$ cat config.mk
export PLATFORM = sky130hd
export DESIGN_NAME = adaptive_threshold
export DESIGN_NICKNAME = d
export VERILOG_FILES = /design/src/rtl/adaptive_threshold.sv
export SDC_FILE = /design/constraint.sdc
export NUM_CORES = 1
export LEC_CHECK = 0
export CORE_MARGIN = 2
export CORE_UTILIZATION = 41
export DETAILED_ROUTE_END_ITERATION = 8
export PLACE_DENSITY = 0.75
export SYNTH_ARGS = -nofsm -noshare
export SYNTH_HDL_FRONTEND = slang
export SYNTH_SLANG_ARGS = --single-unit
$ cat constraint.sdc
create_clock -name clock -period 7.1 [get_ports clock]
set_clock_uncertainty 0.15 [all_clocks]
set_input_delay 1.42 -clock clock [delete_from_list [all_inputs] [get_ports clock]]
set_output_delay 1.42 -clock clock [all_outputs]
set_load 0.05 [all_outputs]
$ cat src/rtl/adaptive_threshold.sv
// adaptive_threshold
//   Final stage of the adaptive-thresholding pipeline. Once iStart is seen,
//   raster-scans the image (column fastest), reads the original pixel from the
//   image ROM and the local mean from the middle RAM, and writes a binary pixel
//   (0x00 / 0xFF) to the output RAM at one pixel per clock.
//
//   Optional feature macro: ADAPTIVE_THRESHOLD_INVERT_EN
//     defined   -> pixel > t writes 0x00, otherwise 0xFF
//     undefined -> pixel > t writes 0xFF, otherwise 0x00
//
// Ports
//   clock, reset             : sole clock, synchronous active-high reset
//   iStart                   : level start (box_filter.finished)
//   oImageCol/oImageRow      : image ROM read address (S0)
//   iImageData               : ROM data, 1-cycle read latency
//   oMeanCol/oMeanRow        : middle RAM read address (same as image address)
//   iMeanData                : middle RAM data, 1-cycle read latency
//   oResultCol/Row/Data/Wren : output RAM write port (S2)
//   oBusy                    : high in RUN and DRAIN
//   finished                 : high in DONE, held until reset
module adaptive_threshold #(
    parameter int WIDTH_BITS  = 7,
    parameter int HEIGHT_BITS = 7,
    parameter int OFFSET      = 5
) (
    input  logic                   clock,
    input  logic                   reset,
    input  logic                   iStart,
    output logic [WIDTH_BITS-1:0]  oImageCol,
    output logic [HEIGHT_BITS-1:0] oImageRow,
    input  logic [7:0]             iImageData,
    output logic [WIDTH_BITS-1:0]  oMeanCol,
    output logic [HEIGHT_BITS-1:0] oMeanRow,
    input  logic [7:0]             iMeanData,
    output logic [WIDTH_BITS-1:0]  oResultCol,
    output logic [HEIGHT_BITS-1:0] oResultRow,
    output logic [7:0]             oResultData,
    output logic                   oResultWren,
    output logic                   oBusy,
    output logic                   finished
);

    typedef enum logic [1:0] {
        S_IDLE  = 2'd0,
        S_RUN   = 2'd1,
        S_DRAIN = 2'd2,
        S_DONE  = 2'd3
    } state_t;

    localparam logic signed [8:0] C_OFF = 9'(OFFSET);

    state_t                 r_state, w_next;
    logic [WIDTH_BITS-1:0]  r_col,    r_s1_col,  r_res_col;
    logic [HEIGHT_BITS-1:0] r_row,    r_s1_row,  r_res_row;
    logic [7:0]             r_res_data;
    logic                   r_drain;
    // r_vld_pipe[0]: S1 holds a live address; r_vld_pipe[1]: S2 write strobe
    logic [1:0]             r_vld_pipe;

    logic                   w_last;
    logic signed [8:0]      w_t;
    logic [7:0]             w_thr;
    logic                   w_gt;
    logic [7:0]             w_px;

    assign w_last = (r_state == S_RUN) && (&r_col) && (&r_row);

    // ------------------------------------------------------------------
    // FSM next state
    // ------------------------------------------------------------------
    always_comb begin
        w_next = r_state;
        case (r_state)
            S_IDLE:  if (iStart)  w_next = S_RUN;
            S_RUN:   if (w_last)  w_next = S_DRAIN;
            S_DRAIN: if (r_drain) w_next = S_DONE;
            S_DONE:  w_next = S_DONE;
            default: w_next = S_IDLE;
        endcase
    end

    // ------------------------------------------------------------------
    // S1 compare: threshold in 9-bit signed, negative clamps to 0
    // ------------------------------------------------------------------
    always_comb begin
        w_t   = $signed({1'b0, iMeanData}) - C_OFF;
        w_thr = w_t[8] ? 8'd0 : w_t[7:0];
        w_gt  = iImageData > w_thr;
`ifdef ADAPTIVE_THRESHOLD_INVERT_EN
        w_px  = w_gt ? 8'h00 : 8'hFF;
`else
        w_px  = w_gt ? 8'hFF : 8'h00;
`endif
    end

    // ------------------------------------------------------------------
    // State, S0 address counter, S1/S2 pipeline
    // ------------------------------------------------------------------
    always_ff @(posedge clock) begin
        if (reset) begin
            r_state    <= S_IDLE;
            r_col      <= '0;
            r_row      <= '0;
            r_drain    <= 1'b0;
            r_vld_pipe <= '0;
            r_s1_col   <= '0;
            r_s1_row   <= '0;
            r_res_col  <= '0;
            r_res_row  <= '0;
            r_res_data <= '0;
        end else begin
            r_state <= w_next;

            // Address holds on the last pixel so DRAIN/DONE keep it visible.
            if (r_state == S_RUN && !w_last) begin
                r_col <= r_col + 1'b1;
                if (&r_col) r_row <= r_row + 1'b1;
            end

            // Two DRAIN cycles: r_drain marks the second one.
            r_drain <= (r_state == S_DRAIN) && !r_drain;

            r_vld_pipe <= {r_vld_pipe[0], (r_state == S_RUN)};
            r_s1_col   <= r_col;
            r_s1_row   <= r_row;

            if (r_vld_pipe[0]) begin
                r_res_col  <= r_s1_col;
                r_res_row  <= r_s1_row;
                r_res_data <= w_px;
            end
        end
    end

    assign oImageCol   = r_col;
    assign oImageRow   = r_row;
    assign oMeanCol    = r_col;
    assign oMeanRow    = r_row;
    assign oResultCol  = r_res_col;
    assign oResultRow  = r_res_row;
    assign oResultData = r_res_data;
    assign oResultWren = r_vld_pipe[1];
    assign oBusy       = (r_state == S_RUN) || (r_state == S_DRAIN);
    assign finished    = (r_state == S_DONE);

endmodule

# Word level (Yosys, flattened, before mapping)

Index checks and enable logic that the tools add are counted.

Register bits after elaboration: 55
Input bits: 19
Output and inout bits: 53

Add/subtract/negate cells: 3
$lt $le $gt $ge: 1
Equality and inequality tests: 6
Muxes and demuxes: 6
Reductions and logical operators: 12

Operators by type and width:

| operator              | count |
|---|---|
| $mux W8               | 2 |
| $add A7 B1 Y7 const B | 2 |
| $reduce_and A7 Y1     | 2 |
| $sub A8 B3 Y9 const B | 1 |
| $gt A8 B8 Y1          | 1 |
| $pmux W2 S4           | 1 |
| $reduce_and A8 Y1     | 1 |
| $mux W2               | 3 |
| $ne A2 B2 Y1 const B  | 3 |
| $eq A2 B2 Y1 const B  | 2 |
| $logic_and A1 B1 Y1   | 4 |
| $reduce_and A3 Y1     | 1 |
| $eq A2 B1 Y1 const B  | 1 |
| $logic_not A1 Y1      | 2 |
| $logic_not A2 Y1      | 1 |
| $logic_or A1 B1 Y1    | 1 |

# Depth between registers and ports, before layout

Gate-level depths: netlist of the first run.

Word-level depth: 6
Mapped depth: 11

# Worst setup path before layout of the first run

Ideal clock, no wire load.

Path type: input to register
Start: input port iMeanData[0]
End: register r_res_data[6] (netlist: oResultData[6])
Data arrival time: 3,171 ps
Required time: 6,892 ps
Path slack: 3,721 ps
Stages on the path: 11
Cells stage by stage: inv_1 > ha_1 > nand2b_1 > nand3b_1 > or3_1 > and2_1 > ha_1 > and4_1 > a21boi_1 > o211ai_1 > nand2_1

Word-level cells in the longest chain between the ends: 4

Ends and longest elaborated chain:

| item                   | RTL line | RTL |
|---|---|---|
| start: declaration     | 34       | `input logic [7:0] iMeanData,` |
| $sub A8 B3 Y9          | 86       | `w_t = $signed({1'b0, iMeanData}) - C_OFF;` |
| $mux W8                | 87       | `w_thr = w_t[8] ? 8'd0 : w_t[7:0];` |
| $gt A8 B8 Y1           | 88       | `w_gt = iImageData > w_thr;` |
| $mux W8                | 92       | `w_px = w_gt ? 8'hFF : 8'h00;` |
| end signal: assignment | 130      | `r_res_data <= w_px;` |
| end: declaration       | 55       | `logic [7:0] r_res_data;` |

Every way passes these cells.
A chain may end at the register's enable or synchronous reset.

# Worst setup path in the final report of the first run

Ends and elaborated chain as after synthesis.

==> metrics.yaml, run 1 <==
outcome:
  status: "complete, no violations"
timing:
  period_share_pct: 52.1
  finalSetupViolCount: 0
  worst_pin_slew_ns: 0.851
  drv_slew: 0
  period_minus_slack_ns: 3.70
  setup_ws_ns: 3.40
  hold_viol_final: 0
  finalSetupTns_ns: 0
  clock.fmax_mhz: 270
  max-slew-margin-rel_pct: 43.2
  rsz0062_at_grt: "no"
worst_setup_path:
  cp_top_family: "simple AND/OR/NAND/NOR gates"
  crit_top_cell: "ha_1"
  crit_cells: 12
  path_cells: "clkdlybuf4s50_1, inv_1, ha_1, nand2b_1, nand3b_1, or3_1, and2_1, ha_1, and4_1, a21boi_1, o211ai_1, nand2_1"
  crit_fanout: 6
  crit_path_max_incr_delay_ns: 0.43
  end_kind: "flop"
  cp.buffers_inverters: 2
  cp_slowest_cell: "clkdlybuf4s50_1"
  crit_path_start_kind: "input pin"
  crit_type: "input pin to flop"
  required_ns: 7.19
  crit_arrival_ns: 3.79
  reg2regPathDepth: 6
routing:
  final_antenna_net_count: 0
  first_pass_iters: 4
  wl_per_cell_microns: 12.0
  totalWireLength_microns: 4510
  drt_iter0_drc: 60
  via_per_inst: 4.82
  via_count: 1806
  drc_errors: 0
clock_network:
  clk_path_buf_depth: 2
  clock_latency_ns: 0.30
  cts-root-buf: "clkbuf_8"
  cts_inserted_buffers: 5
  cts_tree: "built"
  ctsHoldBuffers: 0
  cts_sinks: 48
  cts_resized: 0
  htree_num_levels: 2
  post_cts_buffers: 0
  cts.reportedPaths.clkPinSlew_ns: 0.09
placed_design:
  dp_hpwl_microns: 3370
  gp_congestion: 0.721
  place_ws_ns: 3.08
  io_buffer_count: 71
min_path:
  holdPathStages: 2
  hold_path.class: "flop to flop"
logic_synthesis:
  syn_area_sq_um: 2360
  syn_avg_cell_area_sq_um: 9.31
  synth_top_cell_by_area: "dfxtp_1"
  ys.flop_type: "dfxtp_1"
  synth_cell_types: 41
  synth_top_area_share_pct: 40.8
  synth_nets: 289
  synthCells: 253
  synth-async-reset-ratio_pct: 0
  yosysWarnings: 0
  synth_area_leaders: "dfxtp_1 41%, ha_1 9.0%, buf_4 7.3%, mux2i_1 6.4%, nor2_1 4.1%"
  synth_common_cells: "48 x dfxtp_1, 26 x nor2_1, 23 x buf_4"
  ys_seq_elements: 48
  synth_edf_count: 0
  seq_area_frac_synth_pct: 40.8
  yosysMostFrequentCell: "dfxtp_1"
die:
  start_util_pct: 42.5
  dieArea_sq_um: 6370
  die_w_microns: 79.8
  die_h_microns: 79.8
  io_pins: 72
  rows: 27
  core_sq_um: 5540
grt:
  grt_pass1_wl_microns: 7390
  grt_max_degree: 48
  antenna_found_initial: 0
  gr-usage-all-layers_pct: 14.5
  grt-ovfl-total: 0
  grt_pass1_vias: 1644
layout:
  layout.nets: 338
  drive_gt1_share_pct: 5.28
  syn_to_final_growth_pct: 30.4
  num_antenna_cells: 0
power_and_ir_drop:
  irDropWorstVdd_uv: 205
  cellPowerDensity_nw_per_um2: 230
  leakage_nw: 1.17
flow_run:
  cap_violations: 0
==> final timing paths <==
kind                                start                     endpoint  slack [ns]
hold / removal     r_s1_col[2]$_SDFF_PP0_   oResultCol[2]$_SDFFE_PP0P_        0.32
setup / recovery             iMeanData[0]  oResultData[6]$_SDFFE_PP0P_        3.40
hold reg to reg    r_s1_col[2]$_SDFF_PP0_   oResultCol[2]$_SDFFE_PP0P_        0.32
setup reg to reg  r_state[1]$_SDFFE_PP0P_    oImageRow[5]$_SDFFE_PP0P_        4.72
==> area by class of cell <==
cell class	count	area [sq um]
clock buffers	5	68.8
clock inverters	3	46.3
fillers	498	2470
inverters	13	48.8
multi-input cells	162	1140
flip-flops and latches	48	961
well taps	72	90.1
repair buffers	72	718
==> worst min-delay path, stage by stage, from the launching register on <==
cell and delay, ns:
dfxtp_1 0.31, mux2i_1 0.06, nor2_1 0.07
==> metal layers <==
layer / GRT usage (%) / up-vias / routed length [microns]
met5: 0 / - / 0
met2: 23.2 / 45 / 2030
met3: 3.85 / 8 / 243
met4: 5.25 / 0 / 69
met1: 18.9 / 813 / 2170
li1: - / 940 / -
==> registers in the layout, indices dropped and copies added, names as in the netlist <==
signal and flops:
r_vld_pipe 2, r_state 2, r_s1_row 7, oResultData 1, oImageRow 7, oResultRow 7
r_drain 1, oResultCol 7, r_s1_col 7, oImageCol 7
==> power breakdown <==
group | switching, W | internal [W] | leakage (nW)
sequential | 0.0000222 | 0.000284 | 0.388
clock | 0.0000916 | 0.000106 | 0.0548
combinational | 0.000123 | 0.0000803 | 0.731
==> through the flow <==
stage	power [W]	cell area, sq um	utilization (%)	hold WS [ns]	cells
after floorplan	0.000470	2360	-	0.290	253
after global placement	0.000514	2960	53.4	0.294	367
after detailed placement	0.000517	2960	53.4	0.306	367
after CTS	0.000714	3070	55.4	0.328	375
after global routing	0.000745	3070	55.4	0.361	375
final	0.000707	3070	55.4	0.322	375
==> cells by family (layout without fill, tap and decap cells) <==
kind of cell    count (synthesis)  in the layout  share of synthesized area (%)
xor+xnor                        3              3                           1.12
mux                            20             20                           8.76
fa+ha+maj                      17             17                           9.03
compound gates                 33             33                           8.66
flops                          48             48                           40.8
simple gates                   89             89                           20.8
buf+inv                        43             93                           10.9
==> placed cells by master, fill, tap and decap left out, drive strengths merged, types with 2 or more instances in the layout <==
master          n
nor3b           2
and4            3
inv            14
clkbuf          5
nor2b          14
ha             17
or3             5
mux2i          15
dfxtp          48
nor3            6
a21o            2
o21ai          11
nor4            2
or4             2
nor2           26
nand2          12
clkdlybuf4s50  71
nand2b          5
nand4           3
a21oi          10
a211oi          4
mux2            5
nand3           7
xnor2           2
No activity file was read; power rests on OpenSTA's default activity.
==> run 2: changes to the inputs <==
PLACE_DENSITY = 0.78   (was 0.75)
clock period = 3.3 ns   (was 7.1 ns; I/O delays follow)
==> run 2 against run 1 <==
  * Total power is 100% higher
  * Die area stayed put
  * Register-to-register slack worse by 3.8 ns
  * First-iteration DRC count is 8.3% lower
==> metrics.yaml, run 2 (same netlist as run 1, synthesis figures left out) <==
outcome:
  status: "complete, no violations"  # unchanged
routing:
  via_count: 1842  # was 1806
  drt_iter0_drc: 55  # was 60
  wl_per_cell_microns: 12.0  # about the same
  final_antenna_net_count: 0  # unchanged
  drc_errors: 0  # unchanged
  via_per_inst: 4.90  # was 4.82
  totalWireLength_microns: 4500  # was 4510 microns
  first_pass_iters: 4  # unchanged
timing:
  rsz0062_at_grt: "no"  # unchanged
  clock.fmax_mhz: 341
  max-slew-margin-rel_pct: 43.0  # was 43.2%
  period_share_pct: 88.9
  period_minus_slack_ns: 2.93
  setup_ws_ns: 0.365  # was 3.40 ns
  finalSetupViolCount: 0  # unchanged
  worst_pin_slew_ns: 0.855  # was 0.851 ns
  hold_viol_final: 0  # unchanged
  drv_slew: 0  # unchanged
  holdWs_ns: 0.324  # was 0.322 ns
  finalSetupTns_ns: 0  # unchanged
worst_setup_path:
  required_ns: 3.39  # was 7.19 ns
  reg2reg_slack_ns: 0.91  # was 4.72 ns
  crit_type: "input pin to flop"  # unchanged
  crit_path_start_kind: "input pin"  # unchanged
  path_cells: "clkdlybuf4s50_1, inv_1, ha_1, nand2b_1, nand3b_1, or3_1, and2_1, ha_1, and4_1, a21boi_1, o211ai_1, nand2_1"  # unchanged
  crit_fanout: 6  # unchanged
  end_kind: "flop"  # unchanged
  crit_top_cell: "ha_1"  # unchanged
  crit_arrival_ns: 3.03  # was 3.79 ns
  cp_top_family: "simple AND/OR/NAND/NOR gates"  # unchanged
  cp_slowest_cell: "clkdlybuf4s50_1"  # unchanged
  cp.buffers_inverters: 2  # unchanged
  crit_path_max_incr_delay_ns: 0.41  # was 0.43 ns
clock_network:
  cts_tree: "built"  # unchanged
  cts_inserted_buffers: 5  # unchanged
  post_cts_buffers: 0  # unchanged
  cts_resized: 0  # unchanged
  ctsHoldBuffers: 0  # unchanged
  cts-root-buf: "clkbuf_8"  # unchanged
  cts.reportedPaths.clkPinSlew_ns: 0.08  # was 0.09 ns
  clock_latency_ns: 0.30  # about the same
  htree_num_levels: 2  # unchanged
  clk_path_buf_depth: 2  # unchanged
  cts_sinks: 48  # unchanged
layout:
  layout.nets: 339  # was 338
  seq_area_sq_um: 961  # unchanged
  num_antenna_cells: 0  # unchanged
  drive_gt1_share_pct: 5.59  # was 5.28%
  mostFrequentLayoutCell: "clkdlybuf4s50_1"  # unchanged
  layout_common_cells: "71 x clkdlybuf4s50_1, 48 x dfxtp_1, 26 x nor2_1, 17 x ha_1, 15 x mux2i_1"  # unchanged
  finalNonFillerCells: 376  # was 375
  fillers: 490  # was 498
  syn_to_final_growth_pct: 29.5  # was 30.4%
  multiInputGateArea_sq_um: 1140  # unchanged
  fin_area_sq_um: 3050  # was 3070 sq um
grt:
  grt_pass1_wl_microns: 7470  # was 7390 microns
  antenna_found_initial: 0  # unchanged
  grt-ovfl-total: 0  # unchanged
  grt_pass1_vias: 1657  # was 1644
  grt_max_degree: 48  # unchanged
  gr-usage-all-layers_pct: 14.7  # was 14.5%
die:
  dieArea_sq_um: 6370  # unchanged
  die_w_microns: 79.8  # unchanged
  rows: 27  # unchanged
  start_util_pct: 42.5  # unchanged
  io_pins: 72  # unchanged
  die_h_microns: 79.8  # unchanged
  core_sq_um: 5540  # unchanged
placed_design:
  io_buffer_count: 71  # unchanged
  dp.cells: 368  # was 367
  place_ws_ns: 0.0554  # was 3.08 ns
  dp_hpwl_microns: 3390  # was 3370 microns
  gp_congestion: 0.752  # was 0.721
  placed_area_sq_um: 2960  # about the same
power_and_ir_drop:
  irDropWorstVdd_uv: 439  # was 205 uV
  cellPowerDensity_nw_per_um2: 471  # was 230 nW/um^2
  leakage_nw: 1.17  # about the same
flow_run:
  cap_violations: 0  # unchanged
min_path:
  hold_path.class: "flop to flop"  # unchanged
[run 2: changes by cell type in the layout (fill, tap and decap cells not counted), sizes merged]
cell / delta
inv: -1
clkinvlp: -1
clkinv: +3
bufinv: -1
buf: +1
[run 2: worst paths after layout]
path,start,endpoint,cells after the start
min reg2reg,r_s1_col[2]$_SDFF_PP0_,oResultCol[2]$_SDFFE_PP0P_,2
max,iMeanData[0],oResultData[6]$_SDFFE_PP0P_,12
min,r_s1_col[2]$_SDFF_PP0_,oResultCol[2]$_SDFFE_PP0P_,2
max reg2reg,r_state[1]$_SDFFE_PP0P_,oImageRow[5]$_SDFFE_PP0P_,6
[run 2: cell type report]
cell class | count | share of cell area (%)
Multi-Input combinational cell | 162 | 37.3
Timing Repair Buffer | 73 | 23.8
Sequential cell | 48 | 31.5
Clock buffer | 5 | 2.26
Clock inverter | 3 | 0.615
Inverter | 13 | 1.60
Tap cell | 72 | 2.95
[run 2: per-stage QoR]
stage | power, W | utilization [%]
5_1_grt | 0.00152 | 55.1
4_1_cts | 0.00145 | 55.1
2_1_floorplan | 0.00101 | -
3_3_place_gp | 0.00111 | 53.5
3_5_place_dp | 0.00112 | 53.5
6_report | 0.00144 | 55.1
[run 2: worst reg2reg max path: stages (launching register included)]
cell and delay [ns]:
dfxtp_1 0.34, inv_1 0.14, ha_1 0.35, nand4_1 0.23, a311o_2 0.49, nor4_2 0.25, mux2_1 0.34
[run 2: power by group]
part,internal (W),leakage (nW),switching (W),total [W]
sequential,0.000610,0.388,0.0000480,0.000658
combinational,0.000173,0.736,0.000268,0.000441
clock,0.000148,0.0479,0.000190,0.000337
total,0.000931,1.17,0.000506,0.00144
[run 2: layer usage]
layer / track usage (%) / routed length, microns / vias up
li1: - / - / 950
met1: 19.3 / 2090 / 845
met2: 23.6 / 2120 / 41
met3: 3.62 / 232 / 6
met4: 4.58 / 64 / 0
met5: 0 / 0 / -
==> run 3: changes to the inputs <==
CELL_PAD_IN_SITES_DETAIL_PLACEMENT = 0   (was not set)
CELL_PAD_IN_SITES_GLOBAL_PLACEMENT = 1   (was not set)
CORE_UTILIZATION = 31   (was 41)
PLACE_DENSITY = 0.79   (was 0.78)
==> run 3 against run 2 <==
  * Non-clock buffer count is 2 higher
  * Count of clock-buffer cells in the layout unchanged
  * Via count is 2.8% lower
  * Cell area increased by 1.6%
  * Combinational power is 2% higher
  * Sequential power down 1%
  * Flip-flop and latch count unchanged
  * Clock power hardly changed
  * Critical endpoint unchanged
  * Largest cell class unchanged
  * Largest power group unchanged
  * Highest routed layer unchanged
==> metrics.yaml, run 3 (same netlist as run 1, synthesis figures left out) <==
outcome:
  status: "complete, no violations"  # unchanged
power_and_ir_drop:
  leakage_nw: 1.18  # was 1.17 nW
  p_sw_w: 0.000507  # was 0.000506 W
  clockPowerShare_pct: 23.5  # about the same
  internal-power_w: 0.000934  # was 0.000931 W
  irDropWorstVdd_uv: 384  # was 439 uV
  cellPowerDensity_nw_per_um2: 465  # was 471 nW/um^2
  seqPwrFrac_pct: 45.1  # was 45.8%
  power.share.switching_pct: 35.2  # about the same
  power_frac_comb_pct: 31.4  # was 30.7%
clock_network:
  cts_resized: 0  # unchanged
  htree_num_levels: 2  # unchanged
  post_cts_buffers: 0  # unchanged
  cts_sinks: 48  # unchanged
  cts-root-buf: "clkbuf_8"  # unchanged
  cts_tree: "built"  # unchanged
  cts.reportedPaths.clkPinSlew_ns: 0.08  # about the same
  cts_inserted_buffers: 5  # unchanged
  ctsHoldBuffers: 0  # unchanged
  clk_path_buf_depth: 2  # unchanged
  clock_latency_ns: 0.30  # about the same
timing:
  worst_pin_slew_ns: 0.506  # was 0.855 ns
  finalSetupTns_ns: 0  # unchanged
  period_share_pct: 89.6  # was 88.9%
  finalSetupViolCount: 0  # unchanged
  clock.fmax_mhz: 338  # was 341 MHz
  period_minus_slack_ns: 2.96  # was 2.93 ns
  drv_slew: 0  # unchanged
  max-slew-margin-rel_pct: 66.1  # was 43.0%
  rsz0062_at_grt: "no"  # unchanged
  hold_viol_final: 0  # unchanged
  holdWs_ns: 0.322  # was 0.324 ns
layout:
  layout_common_cells: "71 x clkdlybuf4s50_1, 48 x dfxtp_1, 26 x nor2_1, 17 x ha_1, 15 x mux2i_1"  # unchanged
  fillers: 759  # was 490
  drive_gt1_share_pct: 6.21  # was 5.59%
  mostFrequentLayoutCell: "clkdlybuf4s50_1"  # unchanged
  seq_area_sq_um: 961  # unchanged
  layout.nets: 341  # was 339
  num_antenna_cells: 0  # unchanged
  syn_to_final_growth_pct: 31.6  # was 29.5%
  multiInputGateArea_sq_um: 1140  # unchanged
  fin_area_sq_um: 3100  # was 3050 sq um
  final_util_pct: 42.5  # was 55.1%
worst_setup_path:
  crit_arrival_ns: 3.04  # was 3.03 ns
  path_cells: "clkdlybuf4s50_1, inv_1, ha_1, nand2b_1, nand3b_1, or3_1, and2_1, ha_1, and4_1, a21boi_1, o211ai_1, nand2_1"  # unchanged
  reg2reg_slack_ns: 0.92  # was 0.91 ns
  crit_path_max_incr_delay_ns: 0.42  # was 0.41 ns
  end_kind: "flop"  # unchanged
  required_ns: 3.39  # about the same
  cp_slowest_cell: "clkdlybuf4s50_1"  # unchanged
  crit_path_start_kind: "input pin"  # unchanged
  crit_top_cell: "ha_1"  # unchanged
  crit_type: "input pin to flop"  # unchanged
  crit_fanout: 6  # unchanged
grt:
  grt_pass1_vias: 1736  # was 1657
  grt-ovfl-total: 0  # unchanged
  antenna_found_initial: 0  # unchanged
  grt_use_met2_pct: 18.8  # was 23.6%
  gr-usage-all-layers_pct: 11.9  # was 14.7%
  grt_pass1_wl_microns: 8140  # was 7470 microns
  grt_max_degree: 30  # was 48
  busiest_layer: "met2"  # unchanged
  grt_use_met3_pct: 3.07  # was 3.62%
  use_met1_pct: 15.7  # was 19.3%
die:
  die_w_microns: 91.2  # was 79.8 microns
  io_pins: 72  # unchanged
  rows: 31  # was 27
  die_h_microns: 91.2  # was 79.8 microns
  start_util_pct: 32.3  # was 42.5%
  dieArea_sq_um: 8310  # was 6370 sq um
  core_sq_um: 7290  # was 5540 sq um
placed_design:
  dp_hpwl_microns: 3570  # was 3390 microns
  placed_area_sq_um: 3010  # was 2960 sq um
  gp_congestion: 0.777  # was 0.752
  io_buffer_count: 71  # unchanged
routing:
  final_antenna_net_count: 0  # unchanged
  first_pass_iters: 4  # unchanged
  via_per_inst: 4.42  # was 4.90
  drt_iter0_drc: 34  # was 55
  wl_per_cell_microns: 11.6  # was 12.0 microns
  via_count: 1791  # was 1842
  totalWireLength_microns: 4710  # was 4500 microns
  drc_errors: 0  # unchanged
min_path:
  hold_path.class: "flop to flop"  # unchanged
flow_run:
  cap_violations: 0  # unchanged
==> run 3: cell types whose count changed in the layout (fill, tap and decap cells not counted), sizes merged <==
cell  previous run  this run
buf              2         4
==> run 3: worst max-delay path, delay by kind of cell <==
| kind | cells | cell delay [ns] |
|---|---|---|
| and+or+nand+nor | 6 | 1.19 |
| buffers and inverters | 2 | 0.50 |
| AOI/OAI and AO/OA | 2 | 0.29 |
| adders and majority gates | 2 | 0.41 |
==> run 3: per-stage QoR <==
stage,worst slack [ns],instances,total power (W)
final,0.343,405,0.00144
after global routing,0.126,405,0.00152
after CTS,0.349,405,0.00145
after detailed placement,0.0453,397,0.00112
after global placement,0.127,397,0.00111
after floorplan,0.681,253,0.00101
==> run 3: power groups by stage <==
stage / combinational, W / sequential [W] / clock [W]
3_5_place_dp: 0.000455 / 0.000663 / 0
2_1_floorplan: 0.000326 / 0.000685 / 0
3_3_place_gp: 0.000452 / 0.000663 / 0
4_1_cts: 0.000457 / 0.000650 / 0.000347
5_1_grt: 0.000491 / 0.000656 / 0.000370
6_report: 0.000452 / 0.000650 / 0.000338
==> run 3: layer usage <==
layer,share of wire [%],vias to the layer above,wire [microns]
li1,-,948,-
met1,51,795,2380
met2,43,42,2030
met3,4.6,6,215
met4,1.6,0,76
met5,0,-,0
==> run 3: final timing paths <==
| path | from | end | cells after the start |
|---|---|---|---|
| max | iMeanData[0] | oResultData[6]$_SDFFE_PP0P_ | 12 |
| min | r_s1_row[0]$_SDFF_PP0_ | oResultRow[0]$_SDFFE_PP0P_ | 2 |
| max reg2reg | r_state[1]$_SDFFE_PP0P_ | oImageRow[5]$_SDFFE_PP0P_ | 6 |
| min reg2reg | r_s1_row[0]$_SDFF_PP0_ | oResultRow[0]$_SDFFE_PP0P_ | 2 |
==> run 3: area by class of cell <==
cell class	instances	area share, %
Timing Repair Buffer	75	23.9
Multi-Input combinational cell	162	36.7
Clock buffer	5	2.22
Tap cell	99	4.00
Sequential cell	48	31.0
Inverter	13	1.57
Clock inverter	3	0.605
